<file path="config.mk">
export PLATFORM = sky130hd
export DESIGN_NAME = uart_rx_ctrl
export DESIGN_NICKNAME = d
export VERILOG_FILES = /design/src/rtl/uart_rx_ctrl.sv
export SDC_FILE = /design/constraint.sdc
export NUM_CORES = 1
export LEC_CHECK = 0
export ABC_AREA = 1
export BUFFER_PORTS_ARGS = -buffer_cell sky130_fd_sc_hd__buf_2
export CAP_MARGIN = 15
export CORE_UTILIZATION = 55
export CTS_CLUSTER_SIZE = 14
export DETAILED_ROUTE_END_ITERATION = 6
export HOLD_SLACK_MARGIN = 0.08
export PLACE_DENSITY = 0.79
export REMOVE_ABC_BUFFERS = 1
export SYNTH_ARGS = -nofsm -noshare
export SYNTH_HDL_FRONTEND = slang
export SYNTH_SLANG_ARGS = --single-unit
</file>
<file path="constraint.sdc">
create_clock -name clk_i -period 1.85 [get_ports clk_i]
set_clock_uncertainty 0.1 [all_clocks]
set_input_delay 0 -clock clk_i [delete_from_list [all_inputs] [get_ports clk_i]]
set_output_delay 0 -clock clk_i [all_outputs]
set_load 0.02 [all_outputs]
</file>
<file path="src/rtl/uart_rx_ctrl.sv">
// UART receive controller: start-bit qualification, 8 data bits LSB-first, stop check.
// Optional even-parity bit compiled in with `define UART_RX_PARITY_EN.
//
// state  | meaning
// IDLE   | waiting for a falling-edge pulse on start_edge_i
// START  | counting to mid start bit, rejecting glitches
// DATA   | sampling 8 data bits at bit centres
// PARITY | sampling the even-parity bit (UART_RX_PARITY_EN only)
// STOP   | sampling the stop bit and issuing the result strobe
module uart_rx_ctrl #(
    parameter int CLKS_PER_BIT = 434
) (
    input  logic       clk_i,
    input  logic       rst_n_i,
    input  logic       rx_i,
    input  logic       start_edge_i,
    output logic [7:0] data_o,
    output logic       valid_o,
    output logic       frame_err_o,
    output logic       parity_err_o,
    output logic       busy_o
);

    localparam int HALF = CLKS_PER_BIT / 2;
    localparam int CW   = $clog2(CLKS_PER_BIT);
    localparam logic [CW-1:0] HALF_M1 = CW'(HALF - 1);
    localparam logic [CW-1:0] FULL_M1 = CW'(CLKS_PER_BIT - 1);

`ifdef UART_RX_PARITY_EN
    typedef enum logic [2:0] {IDLE, START, DATA, PARITY, STOP} state_t;
`else
    typedef enum logic [2:0] {IDLE, START, DATA, STOP} state_t;
`endif

    state_t          r_state, w_state;
    logic [CW-1:0]   r_cnt,   w_cnt;
    logic [2:0]      r_idx,   w_idx;
    logic [7:0]      r_sh,    w_sh;
    logic [7:0]      r_data,  w_data;
    logic            r_valid, w_valid;
    logic            r_ferr,  w_ferr;
    logic            w_bit_done;
`ifdef UART_RX_PARITY_EN
    logic            r_perr,  w_perr;
    logic            r_perr_stb, w_perr_stb;
`endif

    always_ff @(posedge clk_i or negedge rst_n_i) begin
        if (!rst_n_i) begin
            r_state <= IDLE;
            r_cnt   <= '0;
            r_idx   <= '0;
            r_sh    <= '0;
            r_data  <= '0;
            r_valid <= 1'b0;
            r_ferr  <= 1'b0;
`ifdef UART_RX_PARITY_EN
            r_perr     <= 1'b0;
            r_perr_stb <= 1'b0;
`endif
        end else begin
            r_state <= w_state;
            r_cnt   <= w_cnt;
            r_idx   <= w_idx;
            r_sh    <= w_sh;
            r_data  <= w_data;
            r_valid <= w_valid;
            r_ferr  <= w_ferr;
`ifdef UART_RX_PARITY_EN
            r_perr     <= w_perr;
            r_perr_stb <= w_perr_stb;
`endif
        end
    end

    always_comb begin
        w_state    = r_state;
        w_cnt      = r_cnt;
        w_idx      = r_idx;
        w_sh       = r_sh;
        w_data     = r_data;
        w_valid    = 1'b0;
        w_ferr     = 1'b0;
        w_bit_done = (r_cnt == FULL_M1);
`ifdef UART_RX_PARITY_EN
        w_perr     = r_perr;
        w_perr_stb = 1'b0;
`endif
        case (r_state)
            IDLE: begin
                if (start_edge_i) begin
                    w_state = START;
                    w_cnt   = '0;
`ifdef UART_RX_PARITY_EN
                    w_perr  = 1'b0;
`endif
                end
            end
            START: begin
                if (r_cnt == HALF_M1) begin
                    w_cnt = '0;
                    if (!rx_i) begin
                        w_state = DATA;
                        w_idx   = '0;
                    end else begin
                        w_state = IDLE;
                    end
                end else begin
                    w_cnt = r_cnt + 1'b1;
                end
            end
            DATA: begin
                if (w_bit_done) begin
                    w_sh  = {rx_i, r_sh[7:1]};
                    w_cnt = '0;
                    w_idx = r_idx + 3'd1;
                    if (r_idx == 3'd7) begin
`ifdef UART_RX_PARITY_EN
                        w_state = PARITY;
`else
                        w_state = STOP;
`endif
                    end
                end else begin
                    w_cnt = r_cnt + 1'b1;
                end
            end
`ifdef UART_RX_PARITY_EN
            PARITY: begin
                if (w_bit_done) begin
                    w_cnt   = '0;
                    w_state = STOP;
                    if (rx_i != ^r_sh)
                        w_perr = 1'b1;
                end else begin
                    w_cnt = r_cnt + 1'b1;
                end
            end
`endif
            STOP: begin
                if (w_bit_done) begin
                    w_cnt   = '0;
                    w_state = IDLE;
                    // A bad stop bit outranks a parity mismatch.
                    if (!rx_i) begin
                        w_ferr = 1'b1;
`ifdef UART_RX_PARITY_EN
                    end else if (r_perr) begin
                        w_perr_stb = 1'b1;
`endif
                    end else begin
                        w_data  = r_sh;
                        w_valid = 1'b1;
                    end
                end else begin
                    w_cnt = r_cnt + 1'b1;
                end
            end
            default: begin
                w_state = IDLE;
                w_cnt   = '0;
            end
        endcase
    end

    assign data_o      = r_data;
    assign valid_o     = r_valid;
    assign frame_err_o = r_ferr;
    assign busy_o      = (r_state != IDLE);
`ifdef UART_RX_PARITY_EN
    assign parity_err_o = r_perr_stb;
`else
    assign parity_err_o = 1'b0;
`endif

endmodule

</file>
### Yosys cells after proc, flatten, opt, wreduce, memory -nomap -nowiden

Cells that the tools add are included.

* register bits: 33
* bits of input ports: 4
* output and inout bits: 12
* word-level logic and storage cells: 50

* $add $sub $neg: 2
* equality and inequality tests: 12
* muxes and demuxes: 21
* reduce and logical (&&, ||, !) cells: 8

Operators with widths (count)
* 9-bit 2-to-1 mux: 3
* 9-bit one-hot mux with 3 select lines: 1
* 3-bit 2-to-1 mux: 8
* 2-bit inequality test, second input constant: 6
* 3-bit one-hot mux with 4 select lines: 1
* 9-bit by 1-bit adder with 9-bit output, second input constant: 1
* 9-bit by 8-bit == test with 1-bit output, second input constant: 1
* 9-bit == test, second input constant: 1
* 3-bit by 2-bit == test with 1-bit output, second input constant: 2
* 1-bit 2-to-1 mux: 6
* 3-bit one-hot mux with 2 select lines: 1
* 5-bit AND reduction: 1
* 4-bit AND reduction: 1
* 3-bit by 1-bit adder with 3-bit output, second input constant: 1
* 3-bit by 1-bit == test with 1-bit output, second input constant: 1
* 3-bit == test, second input constant: 1
* 3-bit zero test: 1
* 3-bit AND reduction: 1
* 3-bit nonzero test: 1
* 2-bit 2-to-1 mux: 1
* 2-bit AND reduction: 1
* 2-bit nonzero test: 1
* 2-bit OR reduction: 1

### Longest topological paths before layout

* word-level depth: 4
* mapped depth: 9
* gate-level depth less buffers: 9

### Least setup slack after synthesis

Ideal clock, no wire load.

* path type: flip-flop to flip-flop
* start: reg r_cnt[1]
* end: reg r_data[3] (netlist: data_o[3])
* library setup time: 0.118 ns
* arrival time: 1.290 ns
* setup slack: 0.342 ns
* stages on the path, launching flop included: 9
* period minus slack after synthesis: 1.508 ns
* path through: dfrtp_1 > inv_1 > ha_1 > nand4_4 > nor2_4 > nand3b_4 > buf_6 > nand2_2 > o21ai_2

* cells in the longest elaborated chain, start to end: 2

RTL lines
* start, declared: RTL line 36 `logic [CW-1:0] r_cnt, w_cnt;`
* start signal, assigned: RTL line 63 `r_cnt <= w_cnt;`
* 9-bit == test: RTL line 84 `w_bit_done = (r_cnt == FULL_M1);`
* 3-bit AND reduction (no line)
* end signal, assigned: RTL line 66 `r_data <= w_data;`
* end, declared: RTL line 39 `logic [7:0] r_data, w_data;`

Every way passes these cells.
A chain may end at the register's enable or synchronous reset.

### Worst setup path after layout

* start: reg r_cnt[1]
* end: reg r_cnt[4]

* cells in the longest elaborated chain, start to end: 3
* elaborated cells between the ends (all ways): 6

RTL lines
* 9-bit by 1-bit adder with 9-bit output, or another cell as far along: RTL line 109, 125, 156
* 9-bit 2-to-1 mux, on equally long branches: RTL line 113, 141, 100
* 9-bit one-hot mux with 3 select lines *: RTL line 89 `case (r_state)`

Every way passes the cells marked *; elsewhere a longest branch is shown, timed or not.

==> key figures <==
Drt
  – Routed WL per cell: 11.9 µm
  – Wirelength, routed: approximately 3000 µm
  – Final ANT Viol Nets: 0
  – Routed vias/inst: 5.16
  – First drt pass iteration count: 6
  – Vias post-DR: between 1,000 and 1,500
  – Initial DRC Count: 71
  – DRC Markers: 2

Finish
  – Antenna cells: 0
  – Layout cells sized above 1: 0.243
  – Finished Layout Cells: 245
  – Design Area, Final: 1830 µm²
  – Area growth syn-to-layout: 9.24%
  – Nets: 223

Yosys
  – Yosys reg bits: 32
  – Post-synth top area cell: dfrtp_1
  – Syn avg cell area: 8.70 µm²
  – Sequential element share of the synthesized area: 0.477
  – Mapped Cells: 193
  – Yosys warnings: 0
  – Top-area cell type share of the netlist area: 0.477
  – Synth area leaders: dfrtp_1 (48%), nand2_1 (14%), o21ai_2 (7.8%)
  – Post-synthesis cell type count: 26
  – Cell area after synthesis: approximately 1700 µm²

Global route
  – Vias in the first global route: 1,189
  – GRT met1 Usage: 0.261
  – Total track usage: 0.207
  – Largest net degree at the start of global routing: 33
  – Met2 GRT Util: 0.329
  – First-pass GRT wire length: 5060 µm
  – GR Layer Usage met3: 0.0680
  – Antenna violations before repair: 0
  – Grt total ovfl: 0
  – Most Crowded Layer GR: met2

Floorplan
  – Io pins: 16
  – Core area: between 2000 and 3000 µm²
  – Die width: about 57 µm
  – Die area: ~3300 µm²
  – Starting Density: 0.594
  – Die Y: 57.3 µm
  – Num rows: 19

Setup path
  – Crit Path Class: flip-flop to flip-flop
  – CP startpoint kind: flip-flop
  – CP endpoint kind: flip-flop
  – R2r setup slk: 170 ps
  – Critical R2R Launch: r_cnt[1]$_DFFE_PN0P_
  – R2R depth: 9
  – Max FO, Critical Path: 9
  – Worst Path Required: 1950 ps
  – FF-to-FF End: r_cnt[4]$_DFFE_PN0P_
  – Crit path DAT: 1780 ps

Power and ir drop
  – Pwr Density: 922 nW/µm²
  – Peak VDD IR: 0.000594 V
  – Leak Pwr: 1.00 nW
  – Total Power: 0.00169 W

Place
  – Placed wire-length estimate: about 2200 µm
  – GPL Wtd Cong: 0.872
  – Area after DPL: 1760 µm²
  – Setup WS pre-CTS: roughly 200 ps
  – Port bufs: 14
  – Cells after DPL: 235

Timing
  – Worst slew margin: 0.540
  – Max-slew violations: 0
  – Minimum clock period: 1680 ps
  – Final worst slack: 174 ps
  – # setup viols final: 0
  – Max Clk Rate: 0.597 GHz
  – RSZ-0062 raised after global routing: no
  – Final worst path period share: 0.906
  – Hold violation count in the final report: 0
  – Setup TNS Final: 0 ps
  – Worst-margin pin slew: 690 ps

CTS
  – Htree depth: 2
  – Clock Pin Slew Worst Setup and Hold Paths: 90 ps
  – Clock tree buffer depth: 2
  – Clk_lat worst skew: 330 ps
  – CTS tree: done
  – Root buf cell: clkbuf_4
  – CTS buffer count: 5
  – Post-CTS sizing: 0
  – Clock sinks: 32

Hold path
  – Hold WC Path Type: input pin to asynchronous set/reset pin

Status
  – Failing checks: DRC
  – Outcome: complete, but fails checks

Flow run
  – Maximum Capacitance Violations: 0
kinds of logic (layout without fill, tap and decap cells):
family	after synthesis	count (layout)	share of synthesized area
AND/OR/NAND/NOR	96	96	0.279
flip-flops	32	32	0.477
buffers and inverters	32	53	0.0835
AO/OA/AOI/OAI	24	24	0.105
adder cells (fa/ha/maj)	5	5	0.0373
XOR/XNOR	3	3	0.0157
other	1	1	0.00223
worst max-delay path, stage by stage (launching register included):
cell and delay (ps):
dfrtp_1 430, inv_1 100, ha_1 210, nand2_1 70, nor2_1 130, nand2_2 110
nand2_2 130, nand2_4 100, nand2_1 70, o21ai_0 80
timing repair:
item / in CTS / in global routing
hold buffers: 3 / 0
buffers inserted: 0 / 0
endpoints found under the hold margin: 49 / 0
synthesized netlist by cell type:
cell type,number
buf_4,1
buf_6,2
clkinv_2,1
conb_1,1
dfrtp_1,32
ha_1,5
inv_1,26
inv_2,2
nand2_1,61
nand2_2,6
nand2_4,2
nand3_1,9
nand3_2,1
nand3b_4,1
nand4_1,3
nand4_4,1
nor2_1,7
nor2_2,1
nor2_4,1
nor3_1,1
nor3_2,1
o21ai_0,8
o21ai_1,1
o21ai_2,15
or2_0,1
xor2_1,3
sequential cells by signal (all words and copies together) (netlist names):
| register | cells |
|---|---|
| r_cnt | 9 |
| data_o | 8 |
| r_sh | 8 |
| r_idx | 3 |
| r_state | 2 |
| frame_err_o | 1 |
| valid_o | 1 |
per-layer routing:
layer / part of all wire / vias up
met3: 0.041 / 8
met1: 0.45 / 586
met2: 0.49 / 27
met5: 0 / -
met4: 0.020 / 0
li1: - / 644
where the power goes:
part	internal [W]	switching, W	leakage [nW]
Combinational	0.000157	0.000333	0.536
Sequential	0.000755	0.0000823	0.437
Clock	0.000140	0.000223	0.0281
stage by stage:
step	utilization	hold WS [ps]
floorplan	-	-396
global placement	0.621	-21.7
detailed placement	0.621	-12.4
CTS	0.648	158
global route	0.648	203
finish	0.648	146
worst max path at each step:
stage                               from                    end  slack (ps)  cells past startpoint
detailed placement  r_cnt[1]$_DFFE_PN0P_   r_cnt[4]$_DFFE_PN0P_         200                      9
CTS                 r_cnt[1]$_DFFE_PN0P_   r_cnt[4]$_DFFE_PN0P_         170                      9
global route        r_cnt[1]$_DFFE_PN0P_   r_cnt[4]$_DFFE_PN0P_          30                      9
finish              r_cnt[1]$_DFFE_PN0P_   r_cnt[4]$_DFFE_PN0P_         170                      9
global placement    r_cnt[1]$_DFFE_PN0P_  data_o[7]$_DFFE_PN0P_         260                      7
floorplan           r_cnt[1]$_DFFE_PN0P_   r_idx[0]$_DFFE_PN0P_         340                      7
layout by cell type, fill, tap and decap left out, drive strengths merged, types with 4 or more instances in the layout:
cell / count
nand4: 4
nand2: 69
clkbuf: 6
nand3: 10
nor2: 9
inv: 28
o21ai: 24
ha: 5
dfrtp: 32
buf: 14
layout make-up:
type,instances,area (µm²)
clock inverters,1,5.00
multi-input cells,129,738
repair buffers,17,100
well taps,31,38.8
flip-flops and latches,32,801
fillers,235,995
clock buffers,6,41.3
inverters,29,110
Note: power is estimated with default switching activity, not from simulation.
